`src/rtl/sync_fifo_reader.sv`:
```
// Drains a synchronous FIFO into a 3-entry output buffer and presents it as a valid/ready stream.
// Optional word counter output is built only when SYNC_FIFO_READER_WORD_COUNT_EN is defined.
module sync_fifo_reader #(
    parameter int DATA_WIDTH = 32,
    parameter int FWFT       = 1
) (
    input  logic                  clk_i,
    input  logic                  rst_i,
    input  logic                  fifo_empty_i,
    input  logic [DATA_WIDTH-1:0] fifo_rd_data_i,
    output logic                  fifo_read_o,
    input  logic                  flush_i,
    input  logic                  m_ready_i,
    output logic                  m_valid_o,
    output logic [DATA_WIDTH-1:0] m_data_o
`ifdef SYNC_FIFO_READER_WORD_COUNT_EN
    ,
    output logic [31:0]           word_count_o
`endif
);

    // Downstream handshake: a word transfers at a rising edge where m_valid_o && m_ready_i;
    // m_valid_o never waits on m_ready_i and m_data_o holds while m_valid_o && !m_ready_i.

    logic [DATA_WIDTH-1:0] mem_q [3];
    logic [DATA_WIDTH-1:0] head_q;
    logic [DATA_WIDTH-1:0] head_d;
    logic [1:0]            wr_idx_q;
    logic [1:0]            wr_idx_d;
    logic [1:0]            rd_idx_q;
    logic [1:0]            rd_idx_d;
    logic [1:0]            occ_q;
    logic [1:0]            occ_d;
    logic [1:0]            occ_after_pop;
    logic                  pending_q;
    logic                  pending_d;
    logic                  valid_q;
    logic [2:0]            in_flight;
    logic                  read;
    logic                  push;
    logic                  pop;

    function automatic logic [1:0] next_idx(input logic [1:0] idx);
        return (idx == 2'd2) ? 2'd0 : idx + 2'd1;
    endfunction

    // A read reserves a slot, so words still on the bus (pending) count against capacity.
    assign in_flight = {1'b0, occ_q} + {2'b00, pending_q};
    assign read      = !rst_i && !fifo_empty_i && !flush_i && (in_flight < 3'd3);
    assign push      = !flush_i && ((FWFT != 0) ? read : pending_q);
    assign pop       = valid_q && m_ready_i;

    assign fifo_read_o = read;
    assign m_valid_o   = valid_q;
    assign m_data_o    = head_q;

    always_comb begin
        occ_after_pop = pop ? occ_q - 2'd1 : occ_q;
        pending_d     = (FWFT != 0) ? 1'b0 : read;
        occ_d         = occ_q;
        rd_idx_d      = rd_idx_q;
        wr_idx_d      = wr_idx_q;
        head_d        = head_q;
        if (flush_i) begin
            occ_d    = 2'd0;
            rd_idx_d = 2'd0;
            wr_idx_d = 2'd0;
        end else begin
            unique case ({push, pop})
                2'b10:   occ_d = occ_q + 2'd1;
                2'b01:   occ_d = occ_q - 2'd1;
                default: occ_d = occ_q;
            endcase
            if (pop) rd_idx_d = next_idx(rd_idx_q);
            if (push) wr_idx_d = next_idx(wr_idx_q);
            // The new head either sits in the array already or is the word landing this edge.
            if (occ_d != 2'd0) begin
                if (push && occ_after_pop == 2'd0) head_d = fifo_rd_data_i;
                else                               head_d = mem_q[rd_idx_d];
            end
        end
    end

    always_ff @(posedge clk_i or posedge rst_i) begin
        if (rst_i) begin
            occ_q     <= 2'd0;
            pending_q <= 1'b0;
            rd_idx_q  <= 2'd0;
            wr_idx_q  <= 2'd0;
            valid_q   <= 1'b0;
            head_q    <= '0;
        end else begin
            occ_q     <= occ_d;
            pending_q <= pending_d;
            rd_idx_q  <= rd_idx_d;
            wr_idx_q  <= wr_idx_d;
            valid_q   <= (occ_d != 2'd0);
            head_q    <= head_d;
        end
    end

    // Storage needs no reset: occupancy and indices decide what is meaningful.
    always_ff @(posedge clk_i) begin
        if (push) mem_q[wr_idx_q] <= fifo_rd_data_i;
    end

`ifdef SYNC_FIFO_READER_WORD_COUNT_EN
    logic [31:0] word_count_q;

    always_ff @(posedge clk_i or posedge rst_i) begin
        if (rst_i)    word_count_q <= 32'd0;
        else if (pop) word_count_q <= word_count_q + 32'd1;
    end

    assign word_count_o = word_count_q;
`endif

endmodule

```
`config.mk`:
```
export PLATFORM = sky130hd
export DESIGN_NAME = sync_fifo_reader
export DESIGN_NICKNAME = d
export VERILOG_FILES = /design/src/rtl/sync_fifo_reader.sv
export SDC_FILE = /design/constraint.sdc
export NUM_CORES = 1
export LEC_CHECK = 0
export BUFFER_PORTS_ARGS = -buffer_cell sky130_fd_sc_hd__buf_4
export CAP_MARGIN = 20
export CORE_UTILIZATION = 45
export DETAILED_ROUTE_END_ITERATION = 10
export MAX_ROUTING_LAYER = met4
export PLACE_DENSITY = 0.72
export SYNTH_ARGS = -nofsm -noshare
export SYNTH_HDL_FRONTEND = slang
export SYNTH_SLANG_ARGS = --single-unit
```
`constraint.sdc`:
```
create_clock -name clk_i -period 5.28 [get_ports clk_i]
set_clock_uncertainty 0.2 [all_clocks]
set_input_delay 0.528 -clock clk_i [delete_from_list [all_inputs] [get_ports clk_i]]
set_output_delay 0.528 -clock clk_i [all_outputs]
set_load 0.02 [all_outputs]
```
; ---- After elaboration in Yosys (flattened, before gate mapping)
; Memory sizes are Yosys's and may differ from the RTL's.
; Index checks and enable logic that the tools add are counted.
[word_totals]
mem_count = 1
output_inout_bits = 34
input_bits = 37
regBits = 39
elab_cells = 44
ram_bits = 96
[op_classes]
eq_ne = 4
reduce_logical = 14
n_lt_le_gt_ge = 1
n_bitwise = 1
add_sub_neg = 4
mux = 14
[memory_table]
columns = name, words, width, rd, rd_ports_with_merged_regs, wr, line
row1 = mem_q, 3, 32, 1, 0, 1, 25  ; logic [DATA_WIDTH-1:0] mem_q [3];
[ops]
columns = cell, count
row1 = two-way mux 32 bit, 1
row2 = two-way mux 2 bit, 10
row3 = adder 2 x 1 -> 2 bit (second input constant), 3
row4 = == test 2 bit (second input constant), 3
row5 = logical AND 1 bit, 6
row6 = nonzero test 2 bit, 3
row7 = one-hot mux 2 bit (2 select lines), 1
row8 = logical NOT 1 bit, 3
row9 = == test 2 x 1 -> 1 bit (second input constant), 1
row10 = logical NOT 2 bit, 1
row11 = less-than comparator 2 bit (second input constant), 1
row12 = two-way mux 1 bit, 2
row13 = AND reduction 2 bit, 1
row14 = subtractor 2 x 1 -> 2 bit (second input constant), 1
row15 = inverter 1 bit, 1

; ---- Logic depth before layout (Yosys ltp)
[depth]
ltp_word = 10
ltp_mapped = 11
mapped_depth_nobuf = 8

; ---- Worst setup path after synthesis
; OpenSTA, ideal clock, no wires.
[synth_path]
kind = in2reg
startpoint = in flush_i
endpoint = mem mem_q[2][0] (enable)
t_required_ns = 4.612
n_path_buf = 3
arrival_ns = 3.833
setup_time_ns = 0.468
path_stages = 5
slack_ns = 0.779
cell_sequence = buf_6 > or4_4 > buf_6 > buf_6 > nor3b_1
[synth_via]
elab_chain_len = 6
[synth_lines]
columns = item, line
row1 = "start, declared", 12  ; input logic flush_i,
row2 = logical NOT 1 bit (*), "49, 50"
row3 = logical AND 1 bit (2 in series), 49  ; assign read = !rst_i && !fifo_empty_i && !flush_i && (in_flight < 3'd3);
row4 = logical AND 1 bit (*), 50  ; assign push = !flush_i && ((FWFT != 0) ? read : pending_q);
row5 = two-way mux 1 bit (*), 104  ; if (push) mem_q[wr_idx_q] <= fifo_rd_data_i;
row6 = two-way mux 1 bit (not written as such) (*), 104
row7 = "end, declared", 25
; Every way passes the cells marked *; elsewhere a longest branch is shown, timed or not.

; ---- Final worst setup path
[layout_path]
startpoint = reg occ_q[0]
endpoint = reg head_q[19], in the netlist m_data_o[19]
[layout_via]
elab_chain_len = 8
word_cells_on_any_way = 15
classes_between = 2 x add/sub / 1 x order compare / 2 x eq/ne / 4 x mux / 6 x reduce/logical
[layout_lines]
columns = item, line
row1 = "start, declared", 32  ; logic [1:0] occ_q;
row2 = "start signal, assigned", 86  ; occ_q <= 2'd0;
row3 = "start signal, assigned", 93  ; occ_q <= occ_d;
row4 = less-than comparator 2 bit, 49
row5 = logical AND 1 bit, 49
row6 = logical AND 1 bit, 50
row7 = == test 2 x 1 -> 1 bit or == test 2 bit (tied branches), 69  ; unique case ({push, pop})
row8 = one-hot mux 2 bit (2 select lines), 69
row9 = two-way mux 2 bit, 64  ; if (flush_i) begin
row10 = nonzero test 2 bit, 77  ; if (occ_d != 2'd0) begin
row11 = AND reduction 2 bit (no source line), n/a
row12 = "end signal, assigned", 91  ; head_q <= '0;
row13 = "end signal, assigned", 98  ; head_q <= head_d;
row14 = "end, declared", 26  ; logic [DATA_WIDTH-1:0] head_q;
; Parallel ways exist; a longest one is shown, timed or not. The select of a mux whose other input is x is not followed.
; A chain may end at the register's enable or synchronous reset.

==> results.yml <==
run_status:
  status: "finished, final reports clean"
die:
  rows: 47
  ios: 71
  fp.dieH_um: 132
  dieWidth_um: 132
  coreArea_sq_um: 16500
  dieArea_sq_um: 17400
  start_util_pct: 45.9
synth:
  yosysWarnings: 0
  yosysSeqAreaShare_pct: 50.9
  yosysTopAreaCell: "edfxtp_1"
  synth-seq-cells: 135
  synth_top_cells_by_count: "edfxtp_1, and3_1, o21ai_0"
  synth_ff_type: "edfxtp_1"
  synth_cell_type_count: 33
  synth_top_area_share_pct: 38.0
  syn-num-nets: 666
  avgSynthCellArea_sq_um: 12.1
  syn_inst: 626
  synth_edf_count: 96
  ys_async_sr_fraction_pct: 28.9
  netlist_area_sq_um: 7590
  synth_area_leaders: "edfxtp_1, dfrtp_1, a21boi_0, and3_1, a41oi_2"
  yosysMostFrequentCell: "edfxtp_1"
drt:
  routedWlPerCell_um: 20.5
  drtIter0Drc: 360
  dr.pass1.iters: 4
  drt_wl_total_mm: 18.3
  via_per_inst: 6.08
  postRouteAntennaNets: 0
  drc: 0
  vias: 5420
cts:
  cts_tree: "done"
  cts_max_path_buffers: 2
  clock_sinks: 135
  clkSlewWorstSetupHoldPaths_ns: 0.06
  cts_hold_buf: 0
  cts_made_buffers: 17
  clock-root-buffer: "clkbuf_16"
  cts-resized-gates: 0
  cts.htree.levels: 4
  insertion_delay_ns: 0.42
  postCtsSetupBuffers: 0
sta:
  finalHoldWorstSlack_ns: 0.113
  setup_viol: 0
  max_freq_mhz: 297
  slew_violations: 0
  tightest_slew_ns: 1.08
  final.period_utilization_pct: 63.8
  relSlewSlack_pct: 28.1
  rsz0062_at_grt: "no"
  fin_tns_setup_ns: 0
  hold_violations: 0
  period_needed_ns: 3.37
finish:
  n_fill_cell: 1371
  nets: 699
  drive_gt1_share_pct: 32.9
  post-route-util_pct: 53.3
  multi_input_comb_area_sq_um: 3390
  diodes: 0
  final_area_sq_um: 8810
  regArea_sq_um: 3860
  area_delta_synth_final_pct: 16.1
worst_setup_path:
  critPathCaptureType: "flip-flop"
  crit_family: "simple AND/OR/NAND/NOR gates"
  path_common_cell: "ha_1"
  max_stage_delay_ns: 0.75
  crit_arrival_ns: 3.48
  path_cells: "ha_1, or4_4, ha_1, nor2_1, o21ai_0, a31oi_4, buf_4, mux2_2"
  cp_max_fo: 42
  cp_slowest_cell: "or4_4"
  cp.required_ns: 5.39
  startpoint_type: "flip-flop"
  crit_type: "flip-flop to flip-flop"
  cp_num_buf_inv: 1
grt:
  overflow: 0
  grt_antenna_before_repair: 0
  grt_pass1_wl_mm: 29.1
  grt.total_usage_pct: 22.4
  grt_pass1_vias: 5679
  grt_max_degree: 145
placement:
  gp_congestion: 0.766
  port_buffers: 70
  hpwl_mm: 10.7
  placed_area_sq_um: 8210
flow_run:
  cap_viol_max_count: 0
power_and_ir_drop:
  p_leak_nw: 3.42
  powerDensity_nw_per_um2: 332
  vdd_ir_drop_max_uv: 234
hold_path:
  hold_path_class: "primary input to flip-flop"
routing by layer:
metal  vias to the layer above  share of wire [%]  global-route usage, %
li1                       2491                  -                      -
met1                      2744                 41                   25.1
met2                       153                 52                   38.1
met3                        32                4.6                   4.69
met4                         0                2.2                   11.0
met5                         -                  0                      -
logic make-up (layout without fill, tap and decap cells):
group / count (synthesis) / count (layout) / synth area share, %
compound gates: 264 / 264 / 28.5
fa+ha+maj: 3 / 3 / 0.495
buf+inv: 78 / 124 / 4.88
flops: 135 / 135 / 50.9
mux: 34 / 34 / 6.22
simple gates: 112 / 112 / 9.04
area by class of cell:
type / count / area share, %
clock inverter: 13 / 1.76
tap: 220 / 3.13
inverter: 7 / 0.298
multi-input combinational: 413 / 38.5
timing repair buffer: 85 / 7.43
clock buffer: 19 / 5.03
sequential: 135 / 43.9
registers in the layout, summed over array words and instances, names as in the netlist:
register   flops
mem_q         96
m_valid_o      1
wr_idx_q       2
rd_idx_q       2
m_data_o      32
occ_q          2
per-stage QoR:
| stage | setup WS (ns) | cells | power (mW) |
|---|---|---|---|
| 2_1_floorplan | 0.779 | 626 | 1.55 |
| 3_3_place_gp | 1.75 | 859 | 1.73 |
| 3_5_place_dp | 1.71 | 860 | 1.75 |
| 4_1_cts | 1.89 | 892 | 2.94 |
| 5_1_grt | 1.78 | 892 | 3.02 |
| 6_report | 1.91 | 892 | 2.92 |
placed cells by master (no fill, tap or decap), drive strengths merged, types with 2 or more instances in the layout:
| master | count |
|---|---|
| clkinvlp | 3 |
| a21boi | 93 |
| nand4b | 2 |
| edfxtp | 96 |
| buf | 85 |
| clkinv | 7 |
| and3 | 94 |
| a211oi | 31 |
| nor2 | 5 |
| mux2 | 33 |
| a211o | 2 |
| clkbuf | 19 |
| o41ai | 2 |
| ha | 3 |
| o21ai | 94 |
| a41oi | 31 |
| a21oi | 7 |
| nand2 | 5 |
| bufinv | 3 |
| inv | 7 |
| dfrtp | 39 |
path summary, 6_finish.rpt:
kind                                     from            to  slack [ns]  depth (start not counted)
hold reg to reg                   m_data_o[9]   m_data_o[9]        0.31                          1
max in group asynchronous               rst_i     m_valid_o        4.06                          2
setup reg to reg                     occ_q[0]  m_data_o[19]        1.91                          8
min in group asynchronous               rst_i     m_valid_o        0.14                          2
hold / removal             fifo_rd_data_i[11]  mem_q[0][11]        0.11                          1
setup / recovery                     occ_q[0]  m_data_o[19]        1.91                          8
report_power, final:
group          total, mW  switching (mW)  internal [mW]
combinational      0.446           0.228          0.218
sequential          1.28          0.0561           1.22
clock               1.20           0.445          0.750
total               2.92           0.729           2.19
No activity file was read; power rests on OpenSTA's default activity.
